### src/rtl/ssd_pkg.sv
// ssd_pkg: shared FSM encoding, counter sizing and two's complement helpers for the divider.
package ssd_pkg;
  typedef enum logic [2:0] {IDLE, PREP, ITER, FIX, DONE} state_e;
  // Helpers work on a wide word; callers sign/zero extend in and truncate out (WIDTH <= MAXW).
  localparam int MAXW = 64;
  function automatic int cnt_w(input int w);
    return (w < 2) ? 1 : $clog2(w);
  endfunction
  function automatic logic [MAXW-1:0] neg(input logic [MAXW-1:0] x);
    return -x;
  endfunction
  function automatic logic [MAXW-1:0] abs_v(input logic [MAXW-1:0] x);
    return x[MAXW-1] ? neg(x) : x;
  endfunction
endpackage

### src/rtl/shift_subtract_signed_divider_if.sv
// shift_subtract_signed_divider_if: start/done request and result bundle of the divider.
interface shift_subtract_signed_divider_if #(parameter int WIDTH = 8);
  logic             start;
  logic [WIDTH-1:0] dividend;
  logic [WIDTH-1:0] divisor;
  logic             busy;
  logic             done;
  logic [WIDTH-1:0] quotient;
  logic [WIDTH-1:0] remainder;
  logic             div_by_zero;
  modport master (output start, dividend, divisor,
                  input  busy, done, quotient, remainder, div_by_zero);
  modport slave  (input  start, dividend, divisor,
                  output busy, done, quotient, remainder, div_by_zero);
endinterface

### src/rtl/ssd_sub_stage.sv
// ssd_sub_stage: one restoring step -- subtract the divisor magnitude when it fits.
module ssd_sub_stage
  import ssd_pkg::*;
#(
  parameter int WIDTH = 8
) (
  input  logic [WIDTH:0] rem,
  input  logic [WIDTH:0] div_mag,
  output logic [WIDTH:0] next_rem,
  output logic           q_bit
);
  always_comb begin
    q_bit    = rem >= div_mag;
    next_rem = q_bit ? rem - div_mag : rem;
  end
endmodule

### src/rtl/shift_subtract_signed_divider.sv
// shift_subtract_signed_divider: iterative truncating signed divider, one quotient bit per clock.
// Define SSD_EARLY_TERM_EN to finish in PREP when |divisor| > |dividend|.
module shift_subtract_signed_divider
  import ssd_pkg::*;
#(
  parameter int WIDTH = 8
) (
  input logic                          clk,
  input logic                          rst_n,
  shift_subtract_signed_divider_if.slave bus
);
`ifdef SSD_EARLY_TERM_EN
  localparam bit EARLY = 1'b1;
`else
  localparam bit EARLY = 1'b0;
`endif
  localparam int CW = cnt_w(WIDTH);
  localparam logic [2:0] S_IDLE = IDLE;
  localparam logic [2:0] S_PREP = PREP;
  localparam logic [2:0] S_ITER = ITER;
  localparam logic [2:0] S_FIX  = FIX;
  localparam logic [2:0] S_DONE = DONE;

  logic [2:0]       state_q, state_d;
  logic [WIDTH-1:0] a_q, a_d, b_q, b_d;
  logic [WIDTH-1:0] dmag_q, dmag_d, bmag_q, bmag_d, rem_q, rem_d;
  logic [CW-1:0]    cnt_q, cnt_d;
  logic [WIDTH-1:0] quo_q, quo_d, rmd_q, rmd_d;
  logic             dbz_q, dbz_d;
  logic [WIDTH-1:0] a_mag, b_mag, q_neg, r_neg;
  logic [WIDTH:0]   shifted, next_rem;
  logic             q_bit;

  // Magnitudes fit in WIDTH unsigned bits, including |-2^(W-1)|.
  assign a_mag   = WIDTH'(abs_v(MAXW'($signed(a_q))));
  assign b_mag   = WIDTH'(abs_v(MAXW'($signed(b_q))));
  assign q_neg   = WIDTH'(neg(MAXW'(dmag_q)));
  assign r_neg   = WIDTH'(neg(MAXW'(rem_q)));
  assign shifted = {rem_q, dmag_q[WIDTH-1]};

  ssd_sub_stage #(.WIDTH(WIDTH)) u_sub (
    .rem      (shifted),
    .div_mag  ({1'b0, bmag_q}),
    .next_rem (next_rem),
    .q_bit    (q_bit)
  );

  // The dividend register shifts out at the top and collects quotient bits at the bottom.
  always_comb begin
    state_d = state_q;
    a_d     = a_q;
    b_d     = b_q;
    dmag_d  = dmag_q;
    bmag_d  = bmag_q;
    rem_d   = rem_q;
    cnt_d   = cnt_q;
    quo_d   = quo_q;
    rmd_d   = rmd_q;
    dbz_d   = dbz_q;
    case (state_q)
      S_IDLE: if (bus.start) begin
        a_d     = bus.dividend;
        b_d     = bus.divisor;
        state_d = S_PREP;
      end
      S_PREP: begin
        dmag_d  = a_mag;
        bmag_d  = b_mag;
        rem_d   = '0;
        cnt_d   = CW'(WIDTH - 1);
        state_d = S_ITER;
        if (b_q == '0) begin
          quo_d   = '1;
          rmd_d   = a_q;
          dbz_d   = 1'b1;
          state_d = S_DONE;
        end else if (EARLY && b_mag > a_mag) begin
          quo_d   = '0;
          rmd_d   = a_q;
          dbz_d   = 1'b0;
          state_d = S_DONE;
        end
      end
      S_ITER: begin
        rem_d   = WIDTH'(next_rem);
        dmag_d  = {dmag_q[WIDTH-2:0], q_bit};
        cnt_d   = cnt_q - CW'(1);
        state_d = (cnt_q == '0) ? S_FIX : S_ITER;
      end
      S_FIX: begin
        quo_d   = (a_q[WIDTH-1] ^ b_q[WIDTH-1]) ? q_neg : dmag_q;
        rmd_d   = a_q[WIDTH-1] ? r_neg : rem_q;
        dbz_d   = 1'b0;
        state_d = S_DONE;
      end
      default: state_d = S_IDLE;
    endcase
  end

  always_ff @(posedge clk or negedge rst_n) begin
    if (!rst_n) begin
      state_q <= S_IDLE;
      a_q     <= '0;
      b_q     <= '0;
      dmag_q  <= '0;
      bmag_q  <= '0;
      rem_q   <= '0;
      cnt_q   <= '0;
      quo_q   <= '0;
      rmd_q   <= '0;
      dbz_q   <= 1'b0;
    end else begin
      state_q <= state_d;
      a_q     <= a_d;
      b_q     <= b_d;
      dmag_q  <= dmag_d;
      bmag_q  <= bmag_d;
      rem_q   <= rem_d;
      cnt_q   <= cnt_d;
      quo_q   <= quo_d;
      rmd_q   <= rmd_d;
      dbz_q   <= dbz_d;
    end
  end

  assign bus.busy        = (state_q == S_PREP) || (state_q == S_ITER) || (state_q == S_FIX);
  assign bus.done        = state_q == S_DONE;
  assign bus.quotient    = quo_q;
  assign bus.remainder   = rmd_q;
  assign bus.div_by_zero = dbz_q;
endmodule
### src/flat_wrapper.sv
// flat-port wrapper written by rule: the top's interface ports become plain ports
module shift_subtract_signed_divider_flat import ssd_pkg::*;
#(
  parameter int WIDTH = 8
)
  (clk, rst_n, bus_start, bus_dividend, bus_divisor, bus_busy, bus_done, bus_quotient, bus_remainder, bus_div_by_zero);
  shift_subtract_signed_divider_if #(.WIDTH(WIDTH)) bus_i ();
  input logic clk;
  input logic rst_n;
  input wire logic [$bits(bus_i.start)-1:0] bus_start;
  input wire logic [$bits(bus_i.dividend)-1:0] bus_dividend;
  input wire logic [$bits(bus_i.divisor)-1:0] bus_divisor;
  output wire logic [$bits(bus_i.busy)-1:0] bus_busy;
  output wire logic [$bits(bus_i.done)-1:0] bus_done;
  output wire logic [$bits(bus_i.quotient)-1:0] bus_quotient;
  output wire logic [$bits(bus_i.remainder)-1:0] bus_remainder;
  output wire logic [$bits(bus_i.div_by_zero)-1:0] bus_div_by_zero;
  assign bus_i.start = bus_start;
  assign bus_i.dividend = bus_dividend;
  assign bus_i.divisor = bus_divisor;
  assign bus_busy = bus_i.busy;
  assign bus_done = bus_i.done;
  assign bus_quotient = bus_i.quotient;
  assign bus_remainder = bus_i.remainder;
  assign bus_div_by_zero = bus_i.div_by_zero;
  shift_subtract_signed_divider #(.WIDTH(WIDTH)) u_core (.clk(clk), .rst_n(rst_n), .bus(bus_i));
endmodule
### config.mk
export PLATFORM = sky130hd
export DESIGN_NAME = shift_subtract_signed_divider_flat
export DESIGN_NICKNAME = d
export VERILOG_FILES = /design/src/rtl/ssd_pkg.sv /design/src/rtl/shift_subtract_signed_divider_if.sv /design/src/rtl/ssd_sub_stage.sv /design/src/rtl/shift_subtract_signed_divider.sv /design/src/flat_wrapper.sv
export SDC_FILE = /design/constraint.sdc
export NUM_CORES = 1
export LEC_CHECK = 0
export BUFFER_PORTS_ARGS = -buffer_cell sky130_fd_sc_hd__clkbuf_2
export CAP_MARGIN = 15
export CORE_UTILIZATION = 45
export CTS_CLUSTER_SIZE = 10
export DETAILED_ROUTE_END_ITERATION = 8
export PLACE_DENSITY = 0.65
export SLEW_MARGIN = 10
export SYNTH_ARGS = -nofsm -noshare
export SYNTH_HDL_FRONTEND = slang
export SYNTH_SLANG_ARGS = --single-unit
### constraint.sdc
create_clock -name clk -period 2.1 [get_ports clk]
set_clock_uncertainty 0.1 [all_clocks]
set_input_delay 0.21 -clock clk [delete_from_list [all_inputs] [get_ports clk]]
set_output_delay 0.21 -clock clk [all_outputs]
set_load 0.02 [all_outputs]
==> run_results.csv <==
group,metric,value,unit
power,ir_drop,0.000849,V
run,max_cap_viol_count,0,
worst_setup_path,cp.arrival,2.39,ns
detailed_routing,wl,8.87,mm
global_routing,grt_use_total,0.222,
worst_setup_path,r2r_end,"u_core.bus.remainder[6]",
final_layout,fill_cells,681,
global_routing,gr-total-overflow,0,
synth,yosys.area.top_type,"dfrtp_1",
detailed_routing,viasPerCell,5.41,
timing,hold_viol,0,
timing,finalSetupViolations,17,
worst_setup_path,path_class,"flop to flop",
cts,cts_tree,"yes",
timing,period_minus_slack,2.28,ns
cts,root_buffer,"clkbuf_8",
place,place_congestion,0.800,
timing,slew_viol_final,0,
detailed_routing,remaining_drc_errors,0,
floorplanning,dieHeight,91.7,um
synth,ys_async_sr_fraction,1.00,
final_layout,syn_to_final_growth,30.6,%
worst_setup_path,critPathRequiredTime,2.22,ns
global_routing,grt_max_degree,27,
synth,syn_area,3620,um2
power,seqPwrFrac,0.280,
synth,synthTopCellsByArea,"dfrtp_1 44%, ha_1 4.8%, nand2_1 4.5%, mux2_2 3.7%, o21ai_0 3.5%",
status,outcome,"finished, violations left",
cts,cts.clk_slew.worst_paths,0.07,ns
power,p_clk_frac,0.110,
worst_setup_path,critPathCaptureType,"flop",
final_layout,drive_gt1_frac,0.324,
synth,syn_inst,376,
synth,synth-seq-area-share,0.435,
detailed_routing,wl_per_cell,15.2,um
worst_setup_path,r2r_cells,7,
global_routing,grt_pass1_wl,14.7,mm
cts,cts_buffers,9,
power,p_comb_frac,0.610,
worst_setup_path,path_cells,"inv_2, ha_4, or3b_4, or4_4, nor2_8, mux2i_1, mux2i_1",
worst_setup_path,crit_path_start_kind,"flop",
power,leakage,0.00216,uW
cts,clock_latency,0.34,ns
power,switching_share,0.439,
final_layout,diodes,0,
timing,worst-slew-pin-transition,0.738,ns
status,violations,"negative setup slack",
timing,rsz0062_at_grt,"true",
worst_setup_path,cp_num_buf_inv,1,
detailed_routing,ant_nets,0,
worst_hold_path,holdPathEnd,"u_core.b_q[4]",
worst_setup_path,cp_slowest_cell,"or4_4",
final_layout,layout_commonest_cell,"dfrtp_1",
synth,synth_cell_type_count,56,
worst_setup_path,reg2reg_slack,-0.18,ns
final_layout,final-seq-area,1580,um2
final_layout,nets,510,
worst_setup_path,cpLargestDelayFamily,"simple AND/OR/NAND/NOR gates",
worst_setup_path,critPathMaxStageDelay,0.59,ns
synth,synth-edff-count,0,
synth,ys_ff_latch,63,
power,p_int,4640,uW
detailed_routing,initialDrtViolationCount,126,
power,pwr_density_cell,1750,nW/um2
detailed_routing,first_pass_iters,5,
timing,final.setup.tns,-2.15,ns
place,portBuffers,37,
place,dp_hpwl,6.44,mm
cts,clock_sinks,63,
floorplanning,ioPinCount,38,
worst_setup_path,path_max_fanout,5,
worst_hold_path,hp-class,"primary input to flop",
timing,period_share,1.08,
floorplanning,die_area,8410,um2
floorplanning,floorplan.initialDensity,0.466,
synth,netlist.area_leader.share,0.435,
synth,syn_area_per_cell,9.63,um2
synth,yosysWarnings,0,
timing,layout_setup_ws,-0.175,ns
worst_hold_path,whs_path_depth,2,
floorplanning,core,7770,um2
place,place_ws,-0.150,ns
final_layout,multi_input_area,2020,um2
global_routing,grt_pass1_vias,2982,
detailed_routing,vias,3156,
worst_setup_path,crit_top_cell,"mux2i_1",
worst_setup_path,worstReg2RegStart,"u_core.b_q[1]",
cts,h-tree-depth,3,
power,power.switching,3630,uW
worst_hold_path,holdCritStartpoint,"bus_divisor[4]",
global_routing,antenna_found_initial,0,
cts,max-clock-path-buffers,2,
final_layout,final_cell_mix,"62 x dfrtp_1, 56 x buf_4, 43 x nand2_1, 37 x clkbuf_2, 23 x o21ai_0",
synth,synth_flop_cell,"dfrtp_1",
floorplanning,rows,32,
timing,max_freq,440,MHz
synth,synth_fp_nets,410,
timing,relSlewSlack,0.504,
floorplanning,die_w,91.7,um
## stage by stage
| stage | hold WS, ns | utilization | cells | total power [uW] | instance area (um2) |
|---|---|---|---|---|---|
| finish | 0.0145 | 0.609 | 583 | 8270 | 4730 |
| global route | 0.00511 | 0.609 | 583 | 8940 | 4730 |
| CTS | 0.00332 | 0.597 | 580 | 8080 | 4640 |
| detailed placement | 0.138 | 0.552 | 548 | 7030 | 4290 |
| global placement | 0.134 | 0.552 | 548 | 6890 | 4290 |
| floorplan | -0.186 | - | 376 | 5340 | 3650 |
## power groups by stage
stage,sequential (uW),clock (uW),combinational (uW)
after floorplan,2360,0,2980
final,2320,909,5050
after detailed placement,2310,0,4720
after CTS,2300,927,4850
after global routing,2400,976,5560
after global placement,2290,0,4600
## synth_stat cells (2+ instances only)
cell type / instances
nor4b_1: 2
or2_2: 2
a221o_1: 2
mux2_2: 12
and2_1: 2
or3_1: 3
nor2_1: 24
buf_2: 3
xor2_1: 12
and3b_1: 2
xnor2_1: 13
buf_1: 2
dfrtp_1: 63
clkbuf_1: 15
nand3b_1: 2
nand3_1: 2
o31ai_1: 3
o21ai_0: 25
nor2b_1: 5
or4_1: 3
mux2i_1: 12
nor3_1: 7
a22oi_1: 6
ha_1: 14
o211ai_1: 15
o22ai_1: 2
a31oi_1: 3
nand2b_1: 5
inv_1: 20
a21o_1: 2
nand2_1: 43
o21a_1: 4
o311ai_0: 4
o21ai_1: 5
a21oi_1: 14
a211oi_1: 3
## registers in the layout, summed over array words and instances (netlist names), 3 cells and up
name and count:
u_core.state_q 3, u_core.cnt_q 3, u_core.dmag_q 8, u_core.b_q 8, u_core.bus.quotient 8, u_core.bmag_q 8
u_core.rem_q 8, u_core.a_q 8, u_core.bus.remainder 8
## how the worst max path moves through the flow
stage                       start                 endpoint  slack [ns]  cells past startpoint
floorplan           u_core.b_q[0]  u_core.bus.remainder[7]       -0.12                      6
global route        u_core.b_q[0]  u_core.bus.remainder[3]       -0.24                      7
finish              u_core.b_q[1]  u_core.bus.remainder[6]       -0.18                      7
detailed placement  u_core.b_q[0]  u_core.bus.remainder[6]       -0.15                      7
global placement    u_core.b_q[1]  u_core.bus.remainder[4]       -0.08                      7
CTS                 u_core.b_q[0]  u_core.bus.remainder[7]       -0.12                      6
## worst reg2reg max path, delay by kind of cell, from the launching register on
family	cells	cell delay (ns)
and+or+nand+nor	3	1.15
adders and majority gates	1	0.13
buffers and inverters	1	0.08
DFF	1	0.39
muxes	2	0.31
## metal layers
metal  GRT usage  vias up  share of wire
li1            -     1537              -
met1       0.307     1531           0.48
met2       0.356       79           0.48
met3      0.0481        9          0.039
met4      0.0534        0         0.0081
met5           0        -              0
## logic make-up after synthesis
family | count (synthesis) | synth area share
AOI/OAI and AO/OA | 96 | 0.175
and+or+nand+nor | 112 | 0.158
xor gates and xnor gates | 25 | 0.0605
DFF | 63 | 0.435
adders and majority gates | 15 | 0.0539
muxes | 25 | 0.0746
buffers and inverters | 40 | 0.0425
## final cells by class
class	instances	share of cell area
clock inverter	4	0.00476
multi-input combinational	274	0.428
tap	102	0.0270
clock buffer	12	0.0307
timing repair buffer	108	0.161
sequential	63	0.334
inverter	20	0.0159
## what timing repair did
action | CTS | global route
hold buffers | 12 | 0
pin swaps | 1 | 12
setup buffers | 4 | 5
endpoints found under the hold margin | 31 | 0
resized for setup | 10 | 21
cloned | 1 | 0
endpoints found under the setup margin | 23 | 35
Power figures use the tool's default switching activity.
